--- src/rtl/wr_coalesce_buf.sv ---
// -----------------------------------------------------------------------------
// wr_coalesce_buf
//
// Write-combining stage that sits directly in front of the block memory's
// write port. Single SIZE-bit element stores arrive over a valid/ready
// handshake. Runs of consecutive addresses are merged into one block write
// of 1..BLOCK_SIZE elements. The block outputs connect straight to the
// memory's i_addr_w / i_data_w / i_wr_size / i_wr_en.
//
// Optional build macro:
//   WRC_TIMEOUT_EN  - when defined, a partial block that sees no accepted
//                     store for TIMEOUT consecutive FILL cycles is flushed
//                     automatically. When undefined, a partial block leaves
//                     FILL only when it is full, when a non-contiguous store
//                     arrives, or on i_flush.
//
// Ports:
//   i_clk      in   1                   clock, rising edge
//   i_rst_n    in   1                   synchronous reset, active low
//   i_valid    in   1                   store request valid
//   o_ready    out  1                   store accepted when i_valid & o_ready
//   i_addr     in   ADDR_SIZE           store element address
//   i_data     in   SIZE                store element data
//   i_flush    in   1                   force out any partial block
//   o_addr_w   out  ADDR_SIZE           block base address
//   o_data_w   out  SIZE*BLOCK_SIZE     packed block; element k sits at
//                                       [(BLOCK_SIZE-k)*SIZE-1 -: SIZE]
//   o_wr_size  out  $clog2(BLOCK_SIZE)  valid elements in block
//   o_wr_en    out  1                   one-cycle block write strobe
//   o_busy     out  1                   buffer holds at least one element
//
// State table:
//   state   | meaning
//   S_IDLE  | buffer empty, any store is accepted and opens a new block
//   S_FILL  | 1..BLOCK_SIZE-1 elements held, waiting for the next one
//   S_FLUSH | block presented to the memory with o_wr_en high for one cycle
// -----------------------------------------------------------------------------
module wr_coalesce_buf #(
    parameter int unsigned SIZE       = 32,
    parameter int unsigned BLOCK_SIZE = 5,
    parameter int unsigned ADDR_SIZE  = 24,
    parameter int unsigned TIMEOUT    = 16
) (
    input  logic                          i_clk,
    input  logic                          i_rst_n,
    input  logic                          i_valid,
    output logic                          o_ready,
    input  logic [ADDR_SIZE-1:0]          i_addr,
    input  logic [SIZE-1:0]               i_data,
    input  logic                          i_flush,
    output logic [ADDR_SIZE-1:0]          o_addr_w,
    output logic [SIZE*BLOCK_SIZE-1:0]    o_data_w,
    output logic [$clog2(BLOCK_SIZE)-1:0] o_wr_size,
    output logic                          o_wr_en,
    output logic                          o_busy
);

    localparam int unsigned CW = $clog2(BLOCK_SIZE);

    // A full block's count (BLOCK_SIZE) must still fit in CW bits.
    if ((BLOCK_SIZE & (BLOCK_SIZE - 1)) == 0) begin : g_bad_block_size
        $error("wr_coalesce_buf: BLOCK_SIZE must not be a power of two");
    end
    if (TIMEOUT < 1) begin : g_bad_timeout
        $error("wr_coalesce_buf: TIMEOUT must be at least 1");
    end

    typedef enum logic [1:0] {
        S_IDLE  = 2'd0,
        S_FILL  = 2'd1,
        S_FLUSH = 2'd2
    } state_t;

    state_t              state_q;
    state_t              state_d;
    logic [CW-1:0]       count_q;
    logic [ADDR_SIZE-1:0] base_q;
    logic [SIZE-1:0]     lane_q [BLOCK_SIZE];

    logic [ADDR_SIZE:0]  next_addr;
    logic                contig;
    logic                last_slot;
    logic                accept;
    logic                timeout_hit;

    // One extra bit catches a run that would wrap past the top of the
    // address space; such a store starts a new block instead.
    assign next_addr = {1'b0, base_q} + {{(ADDR_SIZE + 1 - CW){1'b0}}, count_q};
    assign contig    = !next_addr[ADDR_SIZE] && (next_addr[ADDR_SIZE-1:0] == i_addr);
    assign last_slot = (count_q == CW'(BLOCK_SIZE - 1));

`ifdef WRC_TIMEOUT_EN
    localparam int unsigned TW = (TIMEOUT > 1) ? $clog2(TIMEOUT) : 1;

    // Idle timer: reloaded on every accept (including the one that opens
    // the block), counts down on FILL cycles without an accept. Reaching
    // zero means TIMEOUT-1 idle cycles have already elapsed, so this FILL
    // cycle is the last one before the block is forced out.
    logic [TW-1:0] idle_q;

    always_ff @(posedge i_clk) begin
        if (!i_rst_n) begin
            idle_q <= '0;
        end else if (accept) begin
            idle_q <= TW'(TIMEOUT - 1);
        end else if ((state_q == S_FILL) && (idle_q != '0)) begin
            idle_q <= idle_q - TW'(1);
        end
    end

    assign timeout_hit = (state_q == S_FILL) && (idle_q == '0);
`else
    assign timeout_hit = 1'b0;
`endif

    always_comb begin
        state_d = state_q;
        o_ready = 1'b0;
        accept  = 1'b0;
        case (state_q)
            S_IDLE: begin
                o_ready = 1'b1;
                if (i_valid) begin
                    accept  = 1'b1;
                    state_d = S_FILL;
                end
            end
            S_FILL: begin
                if (i_flush) begin
                    state_d = S_FLUSH;
                end else if (i_valid) begin
                    if (contig) begin
                        o_ready = 1'b1;
                        accept  = 1'b1;
                        if (last_slot) begin
                            state_d = S_FLUSH;
                        end
                    end else begin
                        // The stalled store is taken in the IDLE cycle after
                        // the flush and becomes the next block's base.
                        state_d = S_FLUSH;
                    end
                end else if (timeout_hit) begin
                    state_d = S_FLUSH;
                end
            end
            S_FLUSH: begin
                state_d = S_IDLE;
            end
            default: begin
                state_d = S_IDLE;
            end
        endcase
    end

    // Lanes are always cleared on the way back to IDLE, so an accept only
    // ever writes lane[count] and unfilled lanes read as zero.
    always_ff @(posedge i_clk) begin
        if (!i_rst_n) begin
            state_q <= S_IDLE;
            count_q <= '0;
            base_q  <= '0;
            for (int k = 0; k < BLOCK_SIZE; k++) begin
                lane_q[k] <= '0;
            end
        end else begin
            state_q <= state_d;
            if (state_q == S_FLUSH) begin
                count_q <= '0;
                for (int k = 0; k < BLOCK_SIZE; k++) begin
                    lane_q[k] <= '0;
                end
            end else if (accept) begin
                if (state_q == S_IDLE) begin
                    base_q <= i_addr;
                end
                count_q <= count_q + CW'(1);
                for (int k = 0; k < BLOCK_SIZE; k++) begin
                    if (CW'(k) == count_q) begin
                        lane_q[k] <= i_data;
                    end
                end
            end
        end
    end

    always_comb begin
        o_data_w = '0;
        for (int k = 0; k < BLOCK_SIZE; k++) begin
            o_data_w[(BLOCK_SIZE - k) * SIZE - 1 -: SIZE] = lane_q[k];
        end
    end

    assign o_addr_w  = base_q;
    assign o_wr_size = count_q;
    assign o_wr_en   = (state_q == S_FLUSH);
    assign o_busy    = (state_q != S_IDLE);

endmodule

--- config.mk ---
export PLATFORM = sky130hd
export DESIGN_NAME = wr_coalesce_buf
export DESIGN_NICKNAME = d
export VERILOG_FILES = /design/src/rtl/wr_coalesce_buf.sv
export SDC_FILE = /design/constraint.sdc
export NUM_CORES = 1
export LEC_CHECK = 0
export CAP_MARGIN = 20
export CORE_UTILIZATION = 31
export CTS_BUF_LIST = sky130_fd_sc_hd__clkbuf_4
export DETAILED_ROUTE_END_ITERATION = 6
export HOLD_SLACK_MARGIN = 0.05
export MAX_ROUTING_LAYER = met4
export PLACE_DENSITY = 0.65
export SYNTH_ARGS = -nofsm -noshare
export SYNTH_HDL_FRONTEND = slang
export SYNTH_SLANG_ARGS = --single-unit
export TNS_END_PERCENT = 20
--- constraint.sdc ---
create_clock -name i_clk -period 11.36 [get_ports i_clk]
set_input_delay 1.704 -clock i_clk [delete_from_list [all_inputs] [get_ports i_clk]]
set_output_delay 1.704 -clock i_clk [all_outputs]
set_load 0.05 [all_outputs]
==> report_table.html <==
<table>
<tr><th>Metric</th><th>Value</th></tr>
<tr><th colspan="2">Outcome</th></tr>
<tr><td>Result of the run</td><td>complete, no violations</td></tr>
<tr><th colspan="2">Synthesis</th></tr>
<tr><td>Multiplexer fraction of the synthesized cell area</td><td>0.006897</td></tr>
<tr><td>Compound-gate portion of the synthesized area</td><td>0.05938</td></tr>
<tr><td>Parity-gate share of the synthesized area counting xor and xnor cells</td><td>0.04003</td></tr>
<tr><td>Number of enable-type register cells in the synthesized netlist</td><td>160</td></tr>
<tr><td>Synth Warn #</td><td>0</td></tr>
<tr><td>Dominant combinational cell family by area after synthesis</td><td>simple AND/OR/NAND/NOR gates</td></tr>
<tr><td>Simple-gate share of the synthesized area</td><td>0.1383</td></tr>
<tr><td>Syn avg cell area</td><td>15.46 µm²</td></tr>
<tr><td>Library cells used by synthesis</td><td>54</td></tr>
<tr><td>Total nets after synthesis</td><td>550</td></tr>
<tr><td>Cell count after synthesis</td><td>481</td></tr>
<tr><td>Top_reg_cell synth</td><td>sky130_fd_sc_hd__edfxtp_1</td></tr>
<tr><td>Netlist area before placement</td><td>7438 µm²</td></tr>
<tr><td>Seq/Total Area, Yosys</td><td>0.7240</td></tr>
<tr><td>Post-synthesis share of cell area spent on full adders, half adders and majority gates</td><td>0.01615</td></tr>
<tr><td>Count of state elements after synthesis</td><td>189</td></tr>
<tr><td>Post-synth ARST share</td><td>0</td></tr>
<tr><th colspan="2">Detailed routing</th></tr>
<tr><td>Total wirelength of the detailed-routed design</td><td>19.63 mm</td></tr>
<tr><td>Met2 routed wirelength</td><td>9.726 mm</td></tr>
<tr><td>Highest metal layer with signal wires</td><td>met4</td></tr>
<tr><td>Overall via count from detail_route</td><td>4893</td></tr>
<tr><td>Pre-Repair DR Iteration Count</td><td>4</td></tr>
<tr><td>First-iteration detailed-routing DRC count</td><td>228</td></tr>
<tr><td>Number of design rule violations left after detail routing</td><td>0</td></tr>
<tr><td>Routed via count divided by cell count</td><td>4.564</td></tr>
<tr><td>Antenna violation net count after detailed routing</td><td>0</td></tr>
<tr><td>Post-DR wirelength/cell</td><td>18.31 µm</td></tr>
<tr><td>Routed length on met1</td><td>8.318 mm</td></tr>
<tr><td>Detail Route met3 WL</td><td>1.441 mm</td></tr>
<tr><th colspan="2">Timing</th></tr>
<tr><td>Fin Clk Skew</td><td>0.02930 ns</td></tr>
<tr><td>Setup violation total in the final timing report</td><td>0</td></tr>
<tr><td>Pin slew with the least headroom to its limit</td><td>1.033 ns</td></tr>
<tr><td>Number of max-slew violations in the final report</td><td>0</td></tr>
<tr><td>Unrepaired setup endpoints after global routing</td><td>no</td></tr>
<tr><td>Total negative slack for setup checks</td><td>0 ns</td></tr>
<tr><td>Max-slew headroom at the worst pin</td><td>0.3111</td></tr>
<tr><td>Final Hold Violating Endpoints</td><td>0</td></tr>
<tr><td>Final critical delay including setup and external delays</td><td>6.692 ns</td></tr>
<tr><td>Highest achievable clock rate</td><td>149.4 MHz</td></tr>
<tr><td>Share of the clock period used by the worst path after layout</td><td>0.5891</td></tr>
<tr><th colspan="2">Final layout</th></tr>
<tr><td>Growth of design area from synthesis to finish</td><td>43.40%</td></tr>
<tr><td>Most frequent cells in the layout</td><td>sky130_fd_sc_hd__clkdlybuf4s50_1, sky130_fd_sc_hd__edfxtp_1, sky130_fd_sc_hd__nand2_1</td></tr>
<tr><td>Share of cells above drive strength 1</td><td>0.1129</td></tr>
<tr><td>Combined area of the multi-input logic cells</td><td>1996 µm²</td></tr>
<tr><td>Final non-filler cell area</td><td>10670 µm²</td></tr>
<tr><td>Final antenna diode count</td><td>0</td></tr>
<tr><td>Flip-flop and latch area</td><td>5385 µm²</td></tr>
<tr><td>Total number of nets in the final design</td><td>809</td></tr>
<tr><td>Most common cell after layout, fill and taps aside</td><td>sky130_fd_sc_hd__clkdlybuf4s50_1</td></tr>
<tr><td>Share of the core filled with cells</td><td>0.4544</td></tr>
<tr><td>Number of fill cells</td><td>2114</td></tr>
<tr><th colspan="2">Clocking</th></tr>
<tr><td>Number of buffers inserted to repair setup after CTS</td><td>0</td></tr>
<tr><td>Number of levels in the clock H-tree</td><td>4</td></tr>
<tr><td>Resize count post-CTS</td><td>0</td></tr>
<tr><td>Clk Tree Root Cell</td><td>sky130_fd_sc_hd__clkbuf_4</td></tr>
<tr><td>Clk pin slew, worst setup/hold paths</td><td>0.18 ns</td></tr>
<tr><td>TritonCTS clock tree</td><td>yes</td></tr>
<tr><td>Clock latency on the worst-skew pair</td><td>0.57 ns</td></tr>
<tr><td>Buffer depth of the longest clock path</td><td>2</td></tr>
<tr><td>Sink count of the clock tree</td><td>189</td></tr>
<tr><td>Clock buffers created by TritonCTS</td><td>17</td></tr>
<tr><td>Hold buffers post-CTS</td><td>0</td></tr>
<tr><th colspan="2">Critical path</th></tr>
<tr><td>First element of the critical path</td><td>i_addr[1]</td></tr>
<tr><td>Required time of the worst setup path</td><td>9.66 ns</td></tr>
<tr><td>Critical path's most frequent cell</td><td>sky130_fd_sc_hd__clkdlybuf4s50_1</td></tr>
<tr><td>Worst-path cell with the longest stage delay</td><td>sky130_fd_sc_hd__clkdlybuf4s50_1</td></tr>
<tr><td>Max incr delay on CP</td><td>0.84 ns</td></tr>
<tr><td>Setup slack of the worst register-to-register path</td><td>6.67 ns</td></tr>
<tr><td>Nature of the critical path endpoint</td><td>output pin</td></tr>
<tr><td>List of cells traversed by the critical path</td><td>clkdlybuf4s50_1 -&gt; xor2_1 -&gt; or4_1 -&gt; nor4_2 -&gt; o2111ai_1 -&gt; nor4b_4 -&gt; nand3_1 -&gt; a21oi_1 -&gt; clkdlybuf4s50_1</td></tr>
<tr><td>FF-to-FF End</td><td>lane_q[0][34]</td></tr>
<tr><td>Worst endpoint data arrival time</td><td>4.99 ns</td></tr>
<tr><td>Nature of the critical path startpoint</td><td>primary input</td></tr>
<tr><td>Worst-path maximum fanout</td><td>5</td></tr>
<tr><td>Startpoint of the most critical register-to-register path</td><td>o_wr_size[0]</td></tr>
<tr><td>Critical Setup Path Class</td><td>primary input to output pin</td></tr>
<tr><td>Reg2reg path depth</td><td>12</td></tr>
<tr><th colspan="2">Power</th></tr>
<tr><td>Post-layout total power</td><td>1.658 mW</td></tr>
<tr><td>VDD IR-drop max</td><td>0.00006480 V</td></tr>
<tr><td>Switching power of the nets</td><td>0.6000 mW</td></tr>
<tr><td>Fraction of power spent switching nets</td><td>0.3618</td></tr>
<tr><td>Clk network pwr share</td><td>0.232</td></tr>
<tr><td>Areal power density over the cells</td><td>155.5 nW/µm²</td></tr>
<tr><td>Internal Pwr Total</td><td>1.058 mW</td></tr>
<tr><td>Share of power burned in combinational logic</td><td>0.261</td></tr>
<tr><td>Leak pwr</td><td>3.666 nW</td></tr>
<tr><td>Sequential share of power</td><td>0.507</td></tr>
<tr><th colspan="2">Placement</th></tr>
<tr><td>Cell area after placement</td><td>10360 µm²</td></tr>
<tr><td>Number of port buffers</td><td>249</td></tr>
<tr><td>HPWL after DPL</td><td>12.99 mm</td></tr>
<tr><td>Last weighted congestion value of the routability-driven placer</td><td>0.7959</td></tr>
<tr><th colspan="2">Min path</th></tr>
<tr><td>Worst hold path depth</td><td>2</td></tr>
<tr><td>Path type of the worst min-delay path</td><td>register to register</td></tr>
<tr><td>Sink of the worst hold path</td><td>o_addr_w[2]</td></tr>
<tr><td>Min-Delay Startpoint</td><td>o_addr_w[2]</td></tr>
<tr><th colspan="2">GRT</th></tr>
<tr><td>Via count of the first global-routing pass</td><td>4873</td></tr>
<tr><td>First-pass GRT wire length</td><td>28.79 mm</td></tr>
<tr><td>Remaining Overflow, GRT</td><td>0</td></tr>
<tr><td>Overall routing resource usage</td><td>0.1641</td></tr>
<tr><td>Largest net degree at the start of global routing</td><td>36</td></tr>
<tr><td>Antenna violations before repair</td><td>0</td></tr>
<tr><th colspan="2">Run</th></tr>
<tr><td>Maximum capacitance violations</td><td>0</td></tr>
<tr><th colspan="2">Die</th></tr>
<tr><td>Row count</td><td>56</td></tr>
<tr><td>Core region area</td><td>23470 µm²</td></tr>
<tr><td>Die span in y</td><td>156.9 µm</td></tr>
<tr><td>IO Pins</td><td>250</td></tr>
<tr><td>Effective utilization at floorplan</td><td>0.3169</td></tr>
<tr><td>Die X</td><td>156.9 µm</td></tr>
<tr><td>Area enclosed by the die boundary</td><td>24620 µm²</td></tr>
</table>
logic make-up (layout without fill, tap and decap cells):
group	Yosys count	after routing
compound gates	61	61
xor+xnor	34	34
fa+ha+maj	9	9
buf+inv	24	296
flops	189	189
mux	5	5
simple gates	159	159
sequential cells by signal, summed over array words and instances, names as in the netlist:
register and count:
lane_q 160, o_addr_w 24, o_wr_size 3, state_q 2
power groups by stage:
stage | sequential [mW] | combinational (mW) | clock [mW]
after detailed placement | 0.857 | 0.437 | 0
after CTS | 0.841 | 0.438 | 0.403
after floorplan | 1.05 | 0.0780 | 0
after global routing | 0.847 | 0.452 | 0.429
final | 0.840 | 0.433 | 0.385
after global placement | 0.855 | 0.436 | 0
cell type report:
cell class / instances / area share
Tap cell: 319 / 0.03742
Clock buffer: 17 / 0.01196
Inverter: 7 / 0.002463
Clock inverter: 15 / 0.01689
Timing Repair Buffer: 257 / 0.2393
Sequential cell: 189 / 0.5049
Multi-Input combinational cell: 268 / 0.1871
worst max-delay path by stage:
stage,endpoint,slack [ns]
after floorplan,lane_q[0][0],5.25
after global placement,o_ready,4.67
after detailed placement,o_ready,4.68
after CTS,o_ready,4.60
after global routing,o_ready,4.34
final,o_ready,4.67
through the flow:
step	worst slack, ns	hold WS, ns	instances
after floorplan	5.246	0.5132	481
after global placement	4.674	0.4830	1040
after detailed placement	4.676	0.4883	1040
after CTS	4.597	0.5095	1072
after global routing	4.336	0.5297	1072
final	4.668	0.5062	1072
critical path: cells and delay by family:
family / cells / cell delay, ns
xor gates and xnor gates: 1 / 0.20
and+or+nand+nor: 4 / 1.35
buffers and inverters: 2 / 1.29
AOI/OAI and AO/OA: 2 / 0.44
layer usage:
metal / vias to the layer above / global-route usage
li1: 2311 / -
met1: 2353 / 0.1948
met2: 218 / 0.2800
met3: 11 / 0.03910
met4: 0 / 0.04015
met5: - / -
Yosys cell counts (all sizes together), types with 2 or more instances:
cell type | count | area [µm²]
edfxtp | 160 | 4805
nand2 | 68 | 255.2
nor3b | 33 | 397.9
dfxtp | 29 | 580.6
a21boi | 24 | 180.2
xnor2 | 21 | 183.9
nand3 | 14 | 87.59
xor2 | 13 | 113.9
clkbuf | 12 | 45.04
nor2 | 11 | 41.29
ha | 8 | 100.1
o21ai | 8 | 40.04
a21oi | 7 | 46.30
inv | 7 | 26.28
a31oi | 6 | 37.54
nand4 | 6 | 37.54
buf | 5 | 42.53
mux2i | 4 | 40.04
nor2b | 4 | 25.02
nor3 | 4 | 25.02
nor4 | 4 | 31.28
or3 | 3 | 18.77
a211oi | 2 | 15.01
a41oi | 2 | 17.52
and3 | 2 | 12.51
and4 | 2 | 17.52
nor4b | 2 | 32.53
o311ai | 2 | 17.52
o41ai | 2 | 17.52
(Power assumes the default switching activity.)
